--- src/rtl/pc_sequencer_if.sv ---
// Signal bundle between the PC sequencer and the datapath, the instruction memory and the PC register.
// The sequencer side is the master; the datapath/register side is the slave.
interface pc_sequencer_if;
  logic [7:0] pc_atual;
  logic       mem_ack;
  logic       exec_done;
  logic       desvio;
  logic [7:0] alvo;
  logic       parar;
  logic       irq;
  logic [7:0] EntradaPC;
  logic       EscPC;
  logic       mem_req;
  logic       EscIR;
  logic       exec_start;
  logic [7:0] epc;
  logic       halted;
  logic       err;
  logic [2:0] estado;

  modport master (
    input  pc_atual, mem_ack, exec_done, desvio, alvo, parar, irq,
    output EntradaPC, EscPC, mem_req, EscIR, exec_start, epc, halted, err, estado
  );

  modport slave (
    output pc_atual, mem_ack, exec_done, desvio, alvo, parar, irq,
    input  EntradaPC, EscPC, mem_req, EscIR, exec_start, epc, halted, err, estado
  );
endinterface

--- src/rtl/pc_sequencer.sv ---
// Multicycle fetch/execute/update controller that owns the PC register write port.
// Chooses the next PC from the sequential, branch or interrupt-vector source and handles halt and fetch timeout.
module pc_sequencer #(
  parameter logic [7:0]  RESET_VEC   = 8'h00,
  parameter logic [7:0]  IRQ_VEC     = 8'hF0,
  parameter logic [7:0]  PC_STEP     = 8'd1,
  parameter int unsigned MEM_TIMEOUT = 15
) (
  input  logic clock,
  input  logic reset,
  pc_sequencer_if.master bus
);

  typedef enum logic [2:0] {
    S_INIT   = 3'd0,
    S_FETCH  = 3'd1,
    S_EXEC   = 3'd2,
    S_UPDATE = 3'd3,
    S_HALT   = 3'd4,
    S_ERROR  = 3'd5
  } state_t;

  localparam logic [7:0] TIMEOUT_LAST = 8'(MEM_TIMEOUT - 1);

  state_t     state_q, state_d;
  logic [7:0] cnt_q, cnt_d;
  logic       irq_pend_q, irq_pend_d;
  logic       desvio_q, desvio_d;
  logic [7:0] alvo_q, alvo_d;
  logic       parar_q, parar_d;
  logic       from_halt_q, from_halt_d;
  logic       exec_first_q, exec_first_d;
  logic [7:0] epc_q, epc_d;

  logic [7:0] seq_pc;
  logic [7:0] normal_pc;
  logic [7:0] entrada_c;
  logic       escpc_c;
  logic       taken;

  always_comb begin
    seq_pc       = bus.pc_atual + PC_STEP;
    normal_pc    = desvio_q ? alvo_q : seq_pc;
    state_d      = state_q;
    cnt_d        = cnt_q;
    desvio_d     = desvio_q;
    alvo_d       = alvo_q;
    parar_d      = parar_q;
    from_halt_d  = from_halt_q;
    exec_first_d = exec_first_q;
    epc_d        = epc_q;
    escpc_c      = 1'b0;
    entrada_c    = bus.pc_atual;
    taken        = 1'b0;

    case (state_q)
      S_INIT: begin
        escpc_c   = 1'b1;
        entrada_c = RESET_VEC;
        cnt_d     = 8'd0;
        state_d   = S_FETCH;
      end
      S_FETCH: begin
        // An ack in the last allowed cycle still wins over the timeout.
        if (bus.mem_ack) begin
          cnt_d        = 8'd0;
          exec_first_d = 1'b1;
          state_d      = S_EXEC;
        end else if (cnt_q == TIMEOUT_LAST) begin
          cnt_d   = 8'd0;
          state_d = S_ERROR;
        end else begin
          cnt_d = cnt_q + 8'd1;
        end
      end
      S_EXEC: begin
        exec_first_d = 1'b0;
        if (bus.exec_done) begin
          desvio_d    = bus.desvio;
          alvo_d      = bus.alvo;
          parar_d     = bus.parar;
          from_halt_d = 1'b0;
          state_d     = S_UPDATE;
        end
      end
      S_UPDATE: begin
        from_halt_d = 1'b0;
        if (parar_q) begin
          state_d = S_HALT;
        end else begin
          escpc_c = 1'b1;
          state_d = S_FETCH;
          if (irq_pend_q) begin
            taken     = 1'b1;
            entrada_c = IRQ_VEC;
            // Leaving HALT there is no instruction to complete, so return to the halted PC.
            epc_d     = from_halt_q ? bus.pc_atual : normal_pc;
          end else begin
            entrada_c = normal_pc;
          end
        end
      end
      S_HALT: begin
        if (irq_pend_q) begin
          parar_d     = 1'b0;
          from_halt_d = 1'b1;
          state_d     = S_UPDATE;
        end
      end
      S_ERROR: begin
        state_d = S_ERROR;
      end
      default: begin
        state_d = S_INIT;
      end
    endcase

    // A fresh irq arriving in the cycle the pending one is taken re-arms it.
    irq_pend_d = (irq_pend_q & ~taken) | bus.irq;
  end

  always_ff @(posedge clock or posedge reset) begin
    if (reset) begin
      state_q      <= S_INIT;
      cnt_q        <= 8'd0;
      irq_pend_q   <= 1'b0;
      desvio_q     <= 1'b0;
      alvo_q       <= 8'd0;
      parar_q      <= 1'b0;
      from_halt_q  <= 1'b0;
      exec_first_q <= 1'b0;
      epc_q        <= 8'd0;
    end else begin
      state_q      <= state_d;
      cnt_q        <= cnt_d;
      irq_pend_q   <= irq_pend_d;
      desvio_q     <= desvio_d;
      alvo_q       <= alvo_d;
      parar_q      <= parar_d;
      from_halt_q  <= from_halt_d;
      exec_first_q <= exec_first_d;
      epc_q        <= epc_d;
    end
  end

  // Every output is forced low while reset is held, including the INIT write strobe.
  assign bus.EscPC      = ~reset & escpc_c;
  assign bus.EntradaPC  = reset ? 8'd0 : entrada_c;
  assign bus.mem_req    = ~reset & (state_q == S_FETCH);
  assign bus.EscIR      = ~reset & (state_q == S_FETCH) & bus.mem_ack;
  assign bus.exec_start = ~reset & (state_q == S_EXEC) & exec_first_q;
  assign bus.epc        = reset ? 8'd0 : epc_q;
  assign bus.halted     = ~reset & (state_q == S_HALT);
  assign bus.err        = ~reset & (state_q == S_ERROR);
  assign bus.estado     = reset ? 3'd0 : state_q;

endmodule
--- src/flat_wrapper.sv ---
// flat-port wrapper written by rule: the top's interface ports become plain ports
module pc_sequencer_flat 
#(
  parameter logic [7:0]  RESET_VEC   = 8'h00,
  parameter logic [7:0]  IRQ_VEC     = 8'hF0,
  parameter logic [7:0]  PC_STEP     = 8'd1,
  parameter int unsigned MEM_TIMEOUT = 15
)
  (clock, reset, bus_pc_atual, bus_mem_ack, bus_exec_done, bus_desvio, bus_alvo, bus_parar, bus_irq, bus_EntradaPC, bus_EscPC, bus_mem_req, bus_EscIR, bus_exec_start, bus_epc, bus_halted, bus_err, bus_estado);
  pc_sequencer_if bus_i ();
  input  logic clock;
  input  logic reset;
  input wire logic [$bits(bus_i.pc_atual)-1:0] bus_pc_atual;
  input wire logic [$bits(bus_i.mem_ack)-1:0] bus_mem_ack;
  input wire logic [$bits(bus_i.exec_done)-1:0] bus_exec_done;
  input wire logic [$bits(bus_i.desvio)-1:0] bus_desvio;
  input wire logic [$bits(bus_i.alvo)-1:0] bus_alvo;
  input wire logic [$bits(bus_i.parar)-1:0] bus_parar;
  input wire logic [$bits(bus_i.irq)-1:0] bus_irq;
  output wire logic [$bits(bus_i.EntradaPC)-1:0] bus_EntradaPC;
  output wire logic [$bits(bus_i.EscPC)-1:0] bus_EscPC;
  output wire logic [$bits(bus_i.mem_req)-1:0] bus_mem_req;
  output wire logic [$bits(bus_i.EscIR)-1:0] bus_EscIR;
  output wire logic [$bits(bus_i.exec_start)-1:0] bus_exec_start;
  output wire logic [$bits(bus_i.epc)-1:0] bus_epc;
  output wire logic [$bits(bus_i.halted)-1:0] bus_halted;
  output wire logic [$bits(bus_i.err)-1:0] bus_err;
  output wire logic [$bits(bus_i.estado)-1:0] bus_estado;
  assign bus_i.pc_atual = bus_pc_atual;
  assign bus_i.mem_ack = bus_mem_ack;
  assign bus_i.exec_done = bus_exec_done;
  assign bus_i.desvio = bus_desvio;
  assign bus_i.alvo = bus_alvo;
  assign bus_i.parar = bus_parar;
  assign bus_i.irq = bus_irq;
  assign bus_EntradaPC = bus_i.EntradaPC;
  assign bus_EscPC = bus_i.EscPC;
  assign bus_mem_req = bus_i.mem_req;
  assign bus_EscIR = bus_i.EscIR;
  assign bus_exec_start = bus_i.exec_start;
  assign bus_epc = bus_i.epc;
  assign bus_halted = bus_i.halted;
  assign bus_err = bus_i.err;
  assign bus_estado = bus_i.estado;
  pc_sequencer #(.RESET_VEC(RESET_VEC), .IRQ_VEC(IRQ_VEC), .PC_STEP(PC_STEP), .MEM_TIMEOUT(MEM_TIMEOUT)) u_core (.clock(clock), .reset(reset), .bus(bus_i));
endmodule
--- config.mk ---
export PLATFORM = sky130hd
export DESIGN_NAME = pc_sequencer_flat
export DESIGN_NICKNAME = d
export VERILOG_FILES = /design/src/rtl/pc_sequencer_if.sv /design/src/rtl/pc_sequencer.sv /design/src/flat_wrapper.sv
export SDC_FILE = /design/constraint.sdc
export NUM_CORES = 1
export LEC_CHECK = 0
export ABC_CLOCK_PERIOD_IN_PS = 4900
export CAP_MARGIN = 20
export CORE_UTILIZATION = 50
export CTS_CLUSTER_DIAMETER = 150
export DETAILED_ROUTE_END_ITERATION = 7
export PLACE_DENSITY = 0.91
export SLEW_MARGIN = 30
export SYNTH_ARGS = -nofsm -noshare
export SYNTH_HDL_FRONTEND = slang
export SYNTH_SLANG_ARGS = --single-unit
--- constraint.sdc ---
create_clock -name clock -period 4.9 [get_ports clock]
set_clock_uncertainty 0.2 [all_clocks]
set_input_delay 0.98 -clock clock [delete_from_list [all_inputs] [get_ports clock]]
set_output_delay 0.98 -clock clock [all_outputs]
set_load 0.005 [all_outputs]
==> results.yml, run 1 <==
outcome:
  outcome: "finished, final reports clean"
logic_synthesis:
  synth_seq_area_share_pct: 38.1
  synthCells: 252
  synthFlopType: "dfrtp_1"
  synth_edf_count: 0
  ys_types: 50
  syn_nets: 278
  synth_seq_cells: 32
  async_reset_ff_share_pct: 100
  avgSynthCellArea_um2: 8.34
  synth_area_um2: 2100
  synth_warnings: 0
global_routing:
  overflow: 0
  antenna_found_initial: 0
  first_global_vias: 1908
  grt_pass1_wl_mm: 8.54
  track_usage_pct: 26.1
  grt_max_degree: 25
placement:
  dp_cells: 337
  place_ws_ns: 0.639
  portBuffers: 47
  hpwl_mm: 3.82
  place_area_um2: 2600
  gp_congestion: 0.888
power:
  switchingPower_mw: 0.509
  p_per_area_nw_per_um2: 481
  pwr-share-seq_pct: 39.2
  vdd_ir_drop_max_mv: 0.223
  power.internal_mw: 0.787
  p_total_mw: 1.30
  sw_frac_of_total_pct: 39.3
  clkPwrFrac_pct: 16.4
  p_comb_share_pct: 44.4
  p_leak_nw: 1.13
hold_path:
  holdPathEnd: "u_core.epc_q[0]"
  hp-class: "register to register"
  hp-start: "u_core.epc_q[0]"
  whs_path_depth: 2
timing:
  min_period_ns: 4.28
  setup_tns_ns: 0
  setup_ws_ns: 0.616
  rsz0062_at_grt: "false"
  fmax_ghz: 0.233
  maxSlewViolCount: 0
  hold_slack_ns: 0.284
  maxSlewHeadroom_pct: 55.5
  timing.final.hold_violations: 0
  worstMarginPinSlew_ns: 0.667
  final-setup-viol-count: 0
  fin_crit_sh_pct: 87.4
cts:
  post_cts_buffers: 0
  cts.sinks: 32
  root_buffer: "clkbuf_8"
  cts_hold_buf: 0
  cts-htree-levels: 2
  cts_tree: "built"
  clk_pin_slew_worst_paths_ns: 0.07
  cts_resized: 0
  cts_max_path_buffers: 2
  numCtsBuffers: 5
  clock_latency_ns: 0.29
drt:
  ant_nets: 0
  drc_errors: 0
  routedWlPerCell_um: 15.1
  dr.pass1.iters: 4
  via_count: 2016
  drt_wl_total_mm: 5.20
  first_iter_violations: 134
  avgViaCountPerCell: 5.84
floorplan:
  ios: 48
  die_y_um: 66.8
  floorplan.initialDensity_pct: 52.2
  chipWidth_um: 66.8
  core_area_um2: 4030
  die_area_um2: 4470
  fp-row-count: 23
layout:
  final_cells: 345
  fin_util_pct: 66.8
  drive_gt1_share_pct: 7.80
  final_net_count: 320
  areaGrowthSynthToFinish_pct: 28.1
  diodes: 0
  final_cell_area_um2: 2690
setup_path:
  critPathBufInv: 2
  cpMostUsedCell: "clkdlybuf4s50_1"
  slowest_stage: "clkdlybuf4s50_1"
  crit_family: "buffers and inverters"
  worstPathCellList: "clkdlybuf4s50_1, ha_1, nand3_1, mux2i_1, a2111oi_2, nor3_1, clkdlybuf4s50_1"
  max_stage_delay_ns: 0.60
  crit_arrival_ns: 3.10
  worst-path-max-fanout: 7
  reg2regPathDepth: 4
  r2r_end: "u_core.epc_q[7]"
  r2r-start: "u_core.desvio_q"
  startpoint_type: "input port"
  r2r_setup_slack_ns: 2.96
  crit_path_end_kind: "primary output"
  path_class: "input port to primary output"
  cp_data_required_time_ns: 3.72
flow_run:
  cap_viol_max_count: 0
[power by group through the flow]
stage / registers [mW] / clock network, mW / logic (mW)
floorplan: 0.425 / 0 / 0.442
global placement: 0.502 / 0 / 0.551
detailed placement: 0.509 / 0 / 0.571
CTS: 0.506 / 0.219 / 0.575
global route: 0.530 / 0.229 / 0.645
finish: 0.508 / 0.212 / 0.576
[flip-flops by register name (all words and copies together) (netlist names)]
register,flops
u_core.irq_pend_q,1
u_core.alvo_q,8
u_core.epc_q,8
u_core.state_q,3
u_core.exec_first_q,1
u_core.parar_q,1
u_core.from_halt_q,1
u_core.desvio_q,1
u_core.cnt_q,8
[logic make-up (layout without fill, tap and decap cells)]
family | Yosys count | after routing | synth area share (%)
simple gates | 106 | 106 | 26.2
compound gates | 66 | 66 | 19.8
flops | 32 | 32 | 38.1
buf+inv | 26 | 69 | 5.06
mux | 13 | 13 | 6.61
xor+xnor | 6 | 6 | 2.50
fa+ha+maj | 3 | 3 | 1.79
[synthesized netlist by cell type (5+ instances only)]
cell type | number | share of area (%)
nor2b_1 | 14 | 4.2
inv_1 | 9 | 1.6
buf_2 | 7 | 1.7
o21ai_0 | 14 | 3.3
nor2_1 | 26 | 4.6
nand2b_1 | 6 | 1.8
clkbuf_1 | 9 | 1.6
mux2_2 | 7 | 3.8
a21o_1 | 5 | 1.8
dfrtp_1 | 32 | 38
mux2i_1 | 6 | 2.9
nand2_1 | 29 | 5.2
a21oi_1 | 20 | 4.8
[cell usage in the layout, fill, tap and decap left out, drive strengths merged, types with 5 or more instances in the layout]
cell type       n
nand2b          6
nand2          29
a21oi          20
clkdlybuf4s50  47
o21ai          18
clkbuf          6
buf             5
nor2b          14
nor2           26
inv             9
a21o            5
dfrtp          32
mux2            7
mux2i           6
[area by class of cell]
type / instances / area, um2
Multi-Input combinational cell: 194 / 1190
Clock inverter: 2 / 10.0
Inverter: 9 / 33.8
Timing Repair Buffer: 52 / 508
Tap cell: 50 / 62.6
Clock buffer: 6 / 82.6
Sequential cell: 32 / 801
Fill cell: 349 / 1340
[worst register-to-register path: stages (launching register included)]
cell and delay [ns]:
dfrtp_1 0.63, nand2b_1 0.30, or4_1 0.41, a21o_1 0.17
a31oi_1 0.16
[routing by layer]
layer  GRT usage (%)  wire, um  part of all wire [%]
met1            31.3      2230                    43
met2            44.2      2540                    49
met3            6.16       305                   5.9
met4            10.9       130                   2.5
met5               0         0                     0
[worst max path at each step]
stage,startpoint,end,cells after the start
floorplan,reset,bus_err,4
global placement,bus_pc_atual[0],bus_EntradaPC[6],7
detailed placement,bus_pc_atual[0],bus_EntradaPC[6],7
CTS,bus_pc_atual[0],bus_EntradaPC[6],7
global route,bus_pc_atual[0],bus_EntradaPC[6],7
finish,bus_pc_atual[0],bus_EntradaPC[6],7
Power figures use the tool's default switching activity.
==> run 2: changes to the inputs <==
- ABC_CLOCK_PERIOD_IN_PS: 4900 -> 4450
- CORE_ASPECT_RATIO: not set -> 0.8
- clock period: 4.9 -> 4.45 ns (I/O delays scaled with it)
==> run 2 against run 1 <==
  * Sequential share of layout area increased by 0.19 points
  * Setup slack got worse by 0.21 ns
  * Sequential power increased by 11%
  * Core utilization increased by 1.7 points
  * Combinational power increased by 12%
  * Critical endpoint unchanged
==> results.yml, run 2 (synthesis gave the netlist of run 1 again) <==
outcome:
  outcome: "finished, final reports clean"
setup_path:
  startpoint_type: "input port"
  reg2regPathDepth: 4
  path_class: "input port to primary output"
  crit_path_end_kind: "primary output"
  cp_data_required_time_ns: 3.36
  r2r_end: "u_core.epc_q[7]"
  crit_arrival_ns: 2.95
  r2r-start: "u_core.desvio_q"
  worst-path-max-fanout: 7
  endpoint: "bus_EntradaPC[6]"
  setup.worst_path.start: "bus_pc_atual[0]"
  r2r_setup_slack_ns: 2.49
drt:
  dr.pass1.iters: 4
  drt_wl_total_mm: 5.23
  drc_errors: 0
  avgViaCountPerCell: 5.71
  routedWlPerCell_um: 15.1
  ant_nets: 0
  first_iter_violations: 231
  via_count: 1981
layout:
  final_common_cell: "clkdlybuf4s50_1"
  diodes: 0
  final_net_count: 320
  layout_common_cells: "clkdlybuf4s50_1 (47), dfrtp_1 (32), nand2_1 (29)"
  reg.largest.list: "u_core.alvo_q: 8 flops, u_core.cnt_q: 8 flops, u_core.epc_q: 8 flops"
  areaGrowthSynthToFinish_pct: 27.3
  drive_gt1_share_pct: 6.85
cts:
  cts_tree: "built"
  root_buffer: "clkbuf_8"
  cts_max_path_buffers: 2
  clock_latency_ns: 0.28
  clk_pin_slew_worst_paths_ns: 0.06
  cts_hold_buf: 0
  post_cts_buffers: 0
  numCtsBuffers: 5
  cts-htree-levels: 2
  cts_resized: 0
  cts.sinks: 32
floorplan:
  chipWidth_um: 74.5
  die_area_um2: 4470
  core_area_um2: 3900
  fp-row-count: 20
  ios: 48
  die_y_um: 60.0
  floorplan.initialDensity_pct: 53.8
global_routing:
  track_usage_pct: 26.4
  grt_max_degree: 25
  overflow: 0
  antenna_found_initial: 0
  first_global_vias: 1790
  grt_pass1_wl_mm: 8.71
timing:
  final-setup-viol-count: 0
  maxSlewViolCount: 0
  fin_crit_sh_pct: 90.9
  setup_ws_ns: 0.406
  fmax_ghz: 0.247
  rsz0062_at_grt: "false"
  maxSlewHeadroom_pct: 51.7
  worstMarginPinSlew_ns: 0.724
  min_period_ns: 4.04
  timing.final.hold_violations: 0
  setup_tns_ns: 0
power:
  vdd_ir_drop_max_mv: 0.350
  p_per_area_nw_per_um2: 526
  p_leak_nw: 1.11
placement:
  place_ws_ns: 0.419
  hpwl_mm: 3.78
  gp_congestion: 0.923
  portBuffers: 47
hold_path:
  hp-class: "register to register"
flow_run:
  cap_viol_max_count: 0
[run 2: cell types whose count changed in the layout (fill, tap and decap cells not counted)]
cell,before,now
clkbuf_8,6,5
clkinv_2,2,0
[run 2: per-layer routing]
metal	vias to the layer above	global-route usage, %	part of all wire, %
li1	964	-	-
met1	933	39.6	46
met2	79	38.2	46
met3	5	5.40	6.8
met4	0	8.09	1.0
met5	-	0	0
[run 2: critical path, cell delays in order]
cell             delay (ns)
clkdlybuf4s50_1        0.61
ha_1                   0.25
nand3_1                0.14
mux2i_1                0.18
a2111oi_2              0.34
nor3_1                 0.09
clkdlybuf4s50_1        0.45
[run 2: final cells by class]
cell class | instances | area (um2)
repair buffers | 52 | 508
well taps | 55 | 68.8
clock buffers | 5 | 68.8
flip-flops and latches | 32 | 801
inverters | 9 | 33.8
multi-input cells | 194 | 1190
fillers | 330 | 1230
[run 2: per-stage QoR]
step                      hold slack (ns)  power, mW  instances  area (um2)  util, %
after floorplan                     0.241      0.955        252        2100        -
after global placement              0.261       1.17        342        2610     66.8
after detailed placement            0.274       1.19        342        2610     66.8
after CTS                           0.290       1.40        347        2680     68.5
after global routing                0.317       1.51        347        2680     68.5
final                               0.285       1.41        347        2680     68.5
[run 2: where the power goes]
group | internal, mW | switching [mW] | total (mW) | leakage (nW)
clock | 0.101 | 0.0980 | 0.199 | 0.0359
combinational | 0.340 | 0.304 | 0.644 | 0.687
sequential | 0.404 | 0.159 | 0.563 | 0.390
[run 2: worst min-delay path by stage]
| stage | from | end | slack (ns) | cells past startpoint |
|---|---|---|---|---|
| after floorplan | u_core.epc_q[1] | u_core.epc_q[1] | 0.24 | 2 |
| after global placement | u_core.epc_q[5] | u_core.epc_q[5] | 0.26 | 2 |
| after detailed placement | u_core.epc_q[2] | u_core.epc_q[2] | 0.27 | 2 |
| after CTS | u_core.epc_q[0] | u_core.epc_q[0] | 0.29 | 2 |
| after global routing | u_core.epc_q[0] | u_core.epc_q[0] | 0.32 | 2 |
| final | u_core.epc_q[0] | u_core.epc_q[0] | 0.29 | 2 |
==> run 3: changes to the inputs <==
- ABC_CLOCK_PERIOD_IN_PS: 4450 -> 3300
- CORE_UTILIZATION: 50 -> 45
- PLACE_DENSITY: 0.91 -> 0.87
- clock period: 4.45 -> 3.3 ns (I/O delays scaled with it)
==> run 3 against run 2 <==
  * Clock power rose by 48%
  * Cell area grew 8.1%
  * Critical path type unchanged
  * Setup slack worse by 0.24 ns
  * Routed wire length up 8.1%
  * Sequential power is 29% higher
  * First-iteration DRC count fell by 19%
  * Power increased by 40%
==> results.yml, run 3 (synthesis gave the netlist of run 1 again) <==
layout:
  diodes: 0
  layout_common_cells: "clkdlybuf4s50_1 (38), dfrtp_1 (32), nand2_1 (29)"
  drive_gt1_share_pct: 15.1
  final_net_count: 338
  areaGrowthSynthToFinish_pct: 37.6
  fin_util_pct: 66.7
  reg.largest.list: "u_core.alvo_q: 8 flops, u_core.cnt_q: 8 flops, u_core.epc_q: 8 flops"
  final_cells: 369
  final_common_cell: "clkdlybuf4s50_1"
cts:
  cts-htree-levels: 2
  clk_pin_slew_worst_paths_ns: 0.06
  root_buffer: "clkbuf_8"
  cts_tree: "built"
  cts_hold_buf: 0
  clock_latency_ns: 0.29
  cts.sinks: 32
  cts_max_path_buffers: 2
  numCtsBuffers: 5
flow_run:
  cap_viol_max_count: 0
global_routing:
  track_usage_pct: 25.5
  grt_max_degree: 20
  overflow: 0
  first_global_vias: 2017
  grt_pass1_wl_mm: 9.58
  antenna_found_initial: 0
setup_path:
  cpMostUsedCell: "clkdlybuf4s50_1"
  setup.worst_path.start: "reset"
  worstPathCellList: "clkdlybuf4s50_1, inv_1, a32oi_1, o22ai_1, clkdlybuf4s50_1"
  cp.depth: 5
  crit_path_end_kind: "primary output"
  r2r_setup_slack_ns: 1.34
  critPathBufInv: 3
  slowest_stage: "clkdlybuf4s50_1"
  crit_arrival_ns: 2.27
  worst-path-max-fanout: 6
  r2r-start: "u_core.desvio_q"
  reg2regPathDepth: 4
  crit_family: "buffers and inverters"
  cp_data_required_time_ns: 2.44
  max_stage_delay_ns: 0.53
  startpoint_type: "input port"
  path_class: "input port to primary output"
floorplan:
  chipWidth_um: 78.4
  floorplan.initialDensity_pct: 48.5
  fp-row-count: 21
  core_area_um2: 4340
  die_y_um: 63.1
  ios: 48
  die_area_um2: 4950
hold_path:
  whs_path_depth: 2
  hp-start: "u_core.epc_q[2]"
  hp-class: "register to register"
placement:
  portBuffers: 47
  place_ws_ns: -0.240
  hpwl_mm: 4.13
  dp_cells: 359
  gp_congestion: 0.888
drt:
  ant_nets: 0
  avgViaCountPerCell: 5.64
  drt_wl_total_mm: 5.65
  dr.pass1.iters: 4
  via_count: 2082
  routedWlPerCell_um: 15.3
  drc_errors: 0
  first_iter_violations: 188
timing:
  maxSlewViolCount: 0
  timing.final.hold_violations: 0
  final-setup-viol-count: 0
  fin_crit_sh_pct: 94.9
  rsz0062_at_grt: "false"
  min_period_ns: 3.13
  fmax_ghz: 0.319
  maxSlewHeadroom_pct: 58.7
  hold_slack_ns: 0.297
  setup_ws_ns: 0.169
  worstMarginPinSlew_ns: 0.619
power:
  p_per_area_nw_per_um2: 682
  vdd_ir_drop_max_mv: 0.392
  p_leak_nw: 1.30
outcome:
  outcome: "finished, final reports clean"
[run 3: per-stage QoR]
| stage | power (mW) | TNS (ns) | area (um2) |
|---|---|---|---|
| 4_1_cts | 1.96 | 0 | 2850 |
| 2_1_floorplan | 1.29 | 0 | 2100 |
| 3_5_place_dp | 1.65 | -0.353 | 2720 |
| 3_3_place_gp | 1.60 | -0.196 | 2720 |
| 6_report | 1.97 | 0 | 2890 |
| 5_1_grt | 2.12 | 0 | 2890 |
[run 3: path summary, 6_finish.rpt]
path	end
worst max-delay path	bus_EntradaPC[3]
worst min-delay path	u_core.epc_q[2]
worst max register to register	u_core.epc_q[7]
worst min register to register	u_core.epc_q[2]
max in group asynchronous	u_core.epc_q[7]
min in group asynchronous	u_core.cnt_q[1]
[run 3: final cells by class]
| cell class | count | area [um2] |
|---|---|---|
| fill | 348 | 1440 |
| inverter | 9 | 33.8 |
| sequential | 32 | 801 |
| timing repair buffer | 70 | 662 |
| multi-input combinational | 194 | 1240 |
| clock buffer | 5 | 68.8 |
| clock inverter | 2 | 12.5 |
| tap | 57 | 71.3 |
[run 3: routing by layer]
layer  vias to the layer above  wire length [um]  part of all wire [%]  global-route usage (%)
met4                         0               110                   1.9                    13.0
met2                        70              2650                    47                    38.9
met5                         -                 0                     0                       0
met3                        13               330                   5.8                    5.36
li1                       1001                 -                     -                       -
met1                       998              2560                    45                    34.1
[run 3: report_power, final]
group / internal, mW / switching (mW) / total, mW
Clock: 0.143 / 0.151 / 0.294
Combinational: 0.502 / 0.453 / 0.954
Sequential: 0.545 / 0.180 / 0.725
[run 3: worst reg2reg max path, cell delays in order (launching register included)]
cell	delay (ns)
dfrtp_1	0.61
nand2b_1	0.32
or4_1	0.43
a21o_1	0.17
a31oi_1	0.15
[run 3: timing repair]
| item | in CTS | in global routing |
|---|---|---|
| buffers inserted | 2 | 1 |
| endpoints found under the setup margin | 3 | 5 |
| cloned | 0 | 0 |
| pin swaps | 2 | 5 |
| gates resized for setup | 9 | 11 |
